--- src/rtl/seg_scan_driver.sv ---
// seg_scan_driver: scans a 4-digit active-low 7-segment display (timer units, timer tens, '-', song number).
// Defining BLINK_ON_ZERO_EN adds blinking of the two timer digits while the timer reads 00.
module seg_scan_driver #(
  parameter int SCAN_DIV  = 50_000,
  parameter int BLINK_DIV = 25_000_000
) (
  input  logic       CLK,
  input  logic       RST,
  input  logic [3:0] TimerL,
  input  logic [3:0] TimerR,
  input  logic [2:0] en,
  output logic [7:0] Seg,
  output logic [3:0] Dig
);

  localparam int SCAN_W = (SCAN_DIV > 1) ? $clog2(SCAN_DIV) : 1;
  localparam logic [SCAN_W-1:0] SCAN_LAST = SCAN_W'(SCAN_DIV - 1);

  logic [SCAN_W-1:0] scan_cnt;
  logic [1:0]        idx;
  logic [1:0]        idx_next;
  logic              tick;
  logic              frame_wrap;
  logic [3:0]        snap_l;
  logic [3:0]        snap_r;
  logic [2:0]        snap_en;
  logic [3:0]        view_l;
  logic [3:0]        view_r;
  logic [2:0]        view_en;
  logic              blank_timer;
  logic [7:0]        seg_next;
  logic [3:0]        dig_next;

  function automatic logic [7:0] digit_code(input logic [3:0] v);
    case (v)
      4'd0:    digit_code = 8'hC0;
      4'd1:    digit_code = 8'hF9;
      4'd2:    digit_code = 8'hA4;
      4'd3:    digit_code = 8'hB0;
      4'd4:    digit_code = 8'h99;
      4'd5:    digit_code = 8'h92;
      4'd6:    digit_code = 8'h82;
      4'd7:    digit_code = 8'hF8;
      4'd8:    digit_code = 8'h80;
      4'd9:    digit_code = 8'h90;
      default: digit_code = 8'h86;
    endcase
  endfunction

  assign tick       = (scan_cnt == SCAN_LAST);
  assign idx_next   = idx + 2'd1;
  assign frame_wrap = tick && (idx == 2'd3);

  // Digit 0 is loaded on the same edge as the snapshot, so it must see the value being captured.
  assign view_l  = frame_wrap ? TimerL : snap_l;
  assign view_r  = frame_wrap ? TimerR : snap_r;
  assign view_en = frame_wrap ? en     : snap_en;

  always_ff @(posedge CLK) begin
    if (RST) begin
      scan_cnt <= '0;
      idx      <= 2'd0;
    end else if (tick) begin
      scan_cnt <= '0;
      idx      <= idx_next;
    end else begin
      scan_cnt <= scan_cnt + SCAN_W'(1);
    end
  end

  always_ff @(posedge CLK) begin
    if (RST) begin
      snap_l  <= 4'd0;
      snap_r  <= 4'd0;
      snap_en <= 3'd0;
    end else if (frame_wrap) begin
      snap_l  <= TimerL;
      snap_r  <= TimerR;
      snap_en <= en;
    end
  end

`ifdef BLINK_ON_ZERO_EN
  localparam int BLINK_W = (BLINK_DIV > 1) ? $clog2(BLINK_DIV) : 1;
  localparam logic [BLINK_W-1:0] BLINK_LAST = BLINK_W'(BLINK_DIV - 1);

  logic [BLINK_W-1:0] blink_cnt;
  logic               phase_on;
  logic               zero_cond;

  assign zero_cond = (snap_l == 4'd0) && (snap_r == 4'd0) &&
                     ((snap_en == 3'b001) || (snap_en == 3'b010) || (snap_en == 3'b100));

  always_ff @(posedge CLK) begin
    if (RST || !zero_cond) begin
      blink_cnt <= '0;
      phase_on  <= 1'b1;
    end else if (blink_cnt == BLINK_LAST) begin
      blink_cnt <= '0;
      phase_on  <= ~phase_on;
    end else begin
      blink_cnt <= blink_cnt + BLINK_W'(1);
    end
  end

  assign blank_timer = ~phase_on;
`else
  assign blank_timer = 1'b0;
`endif

  always_comb begin
    seg_next = 8'hFF;
    dig_next = 4'b1111;
    case (idx_next)
      2'd0: begin
        dig_next = 4'b1110;
        seg_next = blank_timer ? 8'hFF : digit_code(view_r);
      end
      2'd1: begin
        dig_next = 4'b1101;
        seg_next = blank_timer ? 8'hFF : digit_code(view_l);
      end
      2'd2: begin
        dig_next = 4'b1011;
        seg_next = 8'hBF;
      end
      default: begin
        dig_next = 4'b0111;
        case (view_en)
          3'b001:  seg_next = digit_code(4'd1);
          3'b010:  seg_next = digit_code(4'd2);
          3'b100:  seg_next = digit_code(4'd3);
          default: seg_next = 8'hFF;
        endcase
      end
    endcase
  end

  // Outputs only move on a tick, so Seg and Dig always change together.
  always_ff @(posedge CLK) begin
    if (RST) begin
      Dig <= 4'b1111;
      Seg <= 8'hFF;
    end else if (tick) begin
      Dig <= dig_next;
      Seg <= seg_next;
    end
  end

endmodule
--- config.mk ---
export PLATFORM = sky130hd
export DESIGN_NAME = seg_scan_driver
export DESIGN_NICKNAME = d
export VERILOG_FILES = /design/src/rtl/seg_scan_driver.sv
export SDC_FILE = /design/constraint.sdc
export NUM_CORES = 1
export LEC_CHECK = 0
export BUFFER_PORTS_ARGS = -buffer_cell sky130_fd_sc_hd__buf_4
export CAP_MARGIN = 25
export CORE_MARGIN = 4
export CORE_UTILIZATION = 55
export CTS_CLUSTER_DIAMETER = 30
export DETAILED_ROUTE_END_ITERATION = 8
export GPL_ROUTABILITY_DRIVEN = 1
export GPL_TIMING_DRIVEN = 0
export PLACE_DENSITY = 0.87
export SLEW_MARGIN = 20
export SYNTH_ARGS = -nofsm -noshare
export SYNTH_HDL_FRONTEND = slang
export SYNTH_SLANG_ARGS = --single-unit
--- constraint.sdc ---
create_clock -name CLK -period 5.8 [get_ports CLK]
set_input_delay 1.16 -clock CLK [delete_from_list [all_inputs] [get_ports CLK]]
set_output_delay 1.16 -clock CLK [all_outputs]
set_load 0.1 [all_outputs]
==> results_dict.tcl <==
set metrics [dict create \
    status "completed" \
    antenna_left 0 \
    synth_edf_count 0 \
    coreArea_mm2 0.00412 \
    grt_pass1_vias 1923 \
    ir_drop_mv 0.115 \
    r2r_slack_ns 1.56 \
    timing.hold.ws_ns 0.469 \
    num_antenna_cells 0 \
    pwr-share-comb 0.053 \
    root_buffer "clkbuf_8" \
    wl_per_cell_um 15.7 \
    drt-initial-drc-count 271 \
    synth_ff_type "dfxtp_1" \
    cp-end-kind "flip-flop" \
    worstPathRequired_ns 5.99 \
    hold_violations 0 \
    clock-sinks 40 \
    r2r_end "Seg[1]" \
    post_cts_buffers 0 \
    power.leakage_uw 0.00108 \
    mostFrequentLayoutCell "nor2_1" \
    start_kind "flip-flop" \
    clk_latency_ns 0.29 \
    syn_avg_cell_area_um2 8.80 \
    clk_path_buf_depth 2 \
    seqPwrFrac 0.526 \
    synth_seq_cells 40 \
    relSlewSlack 0.568 \
    yosysUniqueCellTypes 56 \
    num_rows 23 \
    layout-drive-gt1-share 0.139 \
    area_growth_syn_to_layout_pct 14.0 \
    drc_errors 0 \
    rsz0062_at_grt "false" \
    die_y_um 74.1 \
    gp_congestion 0.920 \
    firstDrtPassIters 5 \
    track_usage 0.223 \
    cts.clk_slew.worst_paths_ns 0.08 \
    synthArstFlopShare 0 \
    p_sw_frac 0.214 \
    pin_count 25 \
    portBuffers 22 \
    grt_remaining_overflow 0 \
    netlist_area_mm2 0.00240 \
    period_share 0.730 \
    via_per_inst 5.90 \
    crit_type "reg2reg" \
    setup_viol 0 \
    dieArea_mm2 0.00549 \
    cts_hold_buf 0 \
    r2r-start "scan_cnt[5]" \
    most-common-layout-cells "nor2_1 (47), dfxtp_1 (40), buf_4 (25), ha_1 (20), mux2i_1 (17)" \
    yosysSeqAreaShare 0.333 \
    worstMarginPinSlew_ns 0.643 \
    dp_hpwl_um 3900 \
    tns_ns 0 \
    cts_tree "yes" \
    path_max_fanout 10 \
    syn-num-nets 306 \
    worstSetupEndpoint "Seg[1]" \
    p_clk_frac 0.421 \
    h-tree-depth 2 \
    synth_top_area_share 0.333 \
    fin_nets 335 \
    synth_warnings 0 \
    yosysTopAreaCell "dfxtp_1" \
    cap_violations 0 \
    arrival_ns 4.42 \
    grt_max_degree 13 \
    vias 2083 \
    stdcell_count 353 \
    fmax_ghz 0.236 \
    cts_buffers 5 \
    hp-class "reg2reg" \
    synthCells 273 \
    wl_um 5550 \
    reg2regPathDepth 12 \
    netlist_top_cells_area "dfxtp_1 (33%), ha_1 (10%), nor2_1 (7.3%)" \
    slew_viol_final 0 \
    power_density_mw_per_mm2 193 \
    crit_path_start "scan_cnt[5]" \
    p_int_uw 415 \
    dieWidth_um 74.1 \
    initial_core_util 0.584 \
    post-place-cells 345 \
    antenna_found_initial 0 \
    min_period_ns 4.24 \
    cts-resized-gates 0 \
    fin_skew_ns 0.00331 \
    power.net_switching_uw 113 \
    grt_pass1_wl_um 9310 \
]
-- metrics by stage --
stage / cell area, um2 / utilization / total power [uW] / worst slack, ns
floorplan: 2400 / - / 299 / 2.22
global placement: 2630 / 0.639 / 311 / 1.66
detailed placement: 2630 / 0.639 / 312 / 1.60
CTS: 2740 / 0.666 / 533 / 1.57
global route: 2740 / 0.666 / 547 / 1.30
finish: 2740 / 0.666 / 528 / 1.56
-- cell families (layout without fill, tap and decap cells) --
kind of cell,after synthesis,after routing,synth area share
and+or+nand+nor,106,106,0.225
AOI/OAI and AO/OA,48,48,0.145
DFF,40,40,0.333
buffers and inverters,23,53,0.0552
adders and majority gates,20,20,0.104
xor gates and xnor gates,18,18,0.0656
muxes,17,17,0.0708
other,1,1,0.00156
-- layout make-up --
cell class / count / area [um2]
timing repair buffer: 22 / 165
sequential: 40 / 801
clock buffer: 6 / 72.6
buffer: 12 / 91.3
tap: 50 / 62.6
inverter: 11 / 41.3
multi-input combinational: 210 / 1470
fill: 330 / 1380
clock inverter: 2 / 35.0
-- routing by layer --
metal	part of all wire	track usage
met5	0	0
met1	0.43	0.299
met4	0.028	0.113
met2	0.45	0.342
met3	0.083	0.0419
-- sequential cells by signal (all words and copies together) (netlist names) --
signal    cells
idx           2
Seg           7
snap_en       3
scan_cnt     16
snap_l        4
snap_r        4
Dig           4
-- worst max-delay path: stages, from the launching register on --
cell,delay [ns]
dfxtp_1,0.38
or4b_4,0.58
nor4_4,0.63
buf_6,0.25
buf_2,0.25
buf_4,0.27
mux2i_1,0.50
inv_1,0.13
ha_1,0.35
nand2_1,0.08
a2bb2oi_1,0.18
o2111ai_1,0.17
a221o_1,0.35
-- power by group through the flow --
stage | Clock, uW | Sequential, uW | Combinational [uW]
final | 223 | 278 | 28.0
after global routing | 239 | 278 | 30.2
after CTS | 227 | 278 | 27.9
after detailed placement | 0 | 284 | 27.5
after global placement | 0 | 284 | 27.0
after floorplan | 0 | 284 | 15.2
-- how the worst min path moves through the flow --
| stage | from | slack [ns] | cells past startpoint | endpoint |
|---|---|---|---|---|
| 6_report | scan_cnt[0] | 0.47 | 1 | scan_cnt[0] |
| 5_1_grt | Dig[2] | 0.50 | 1 | Dig[2] |
| 4_1_cts | scan_cnt[0] | 0.47 | 1 | scan_cnt[0] |
| 3_5_place_dp | scan_cnt[0] | 0.45 | 1 | scan_cnt[0] |
| 3_3_place_gp | scan_cnt[0] | 0.44 | 1 | scan_cnt[0] |
| 2_1_floorplan | scan_cnt[0] | 0.43 | 1 | scan_cnt[0] |
-- synth_stat cells (all sizes together) (7+ instances only) --
library cell   n
a21oi         13
dfxtp         40
ha            20
inv           11
mux2i         17
nand2         12
nand3         10
nor2          47
nor3           7
o21ai          8
xnor2          9
xor2           9
Power figures use the tool's default switching activity.
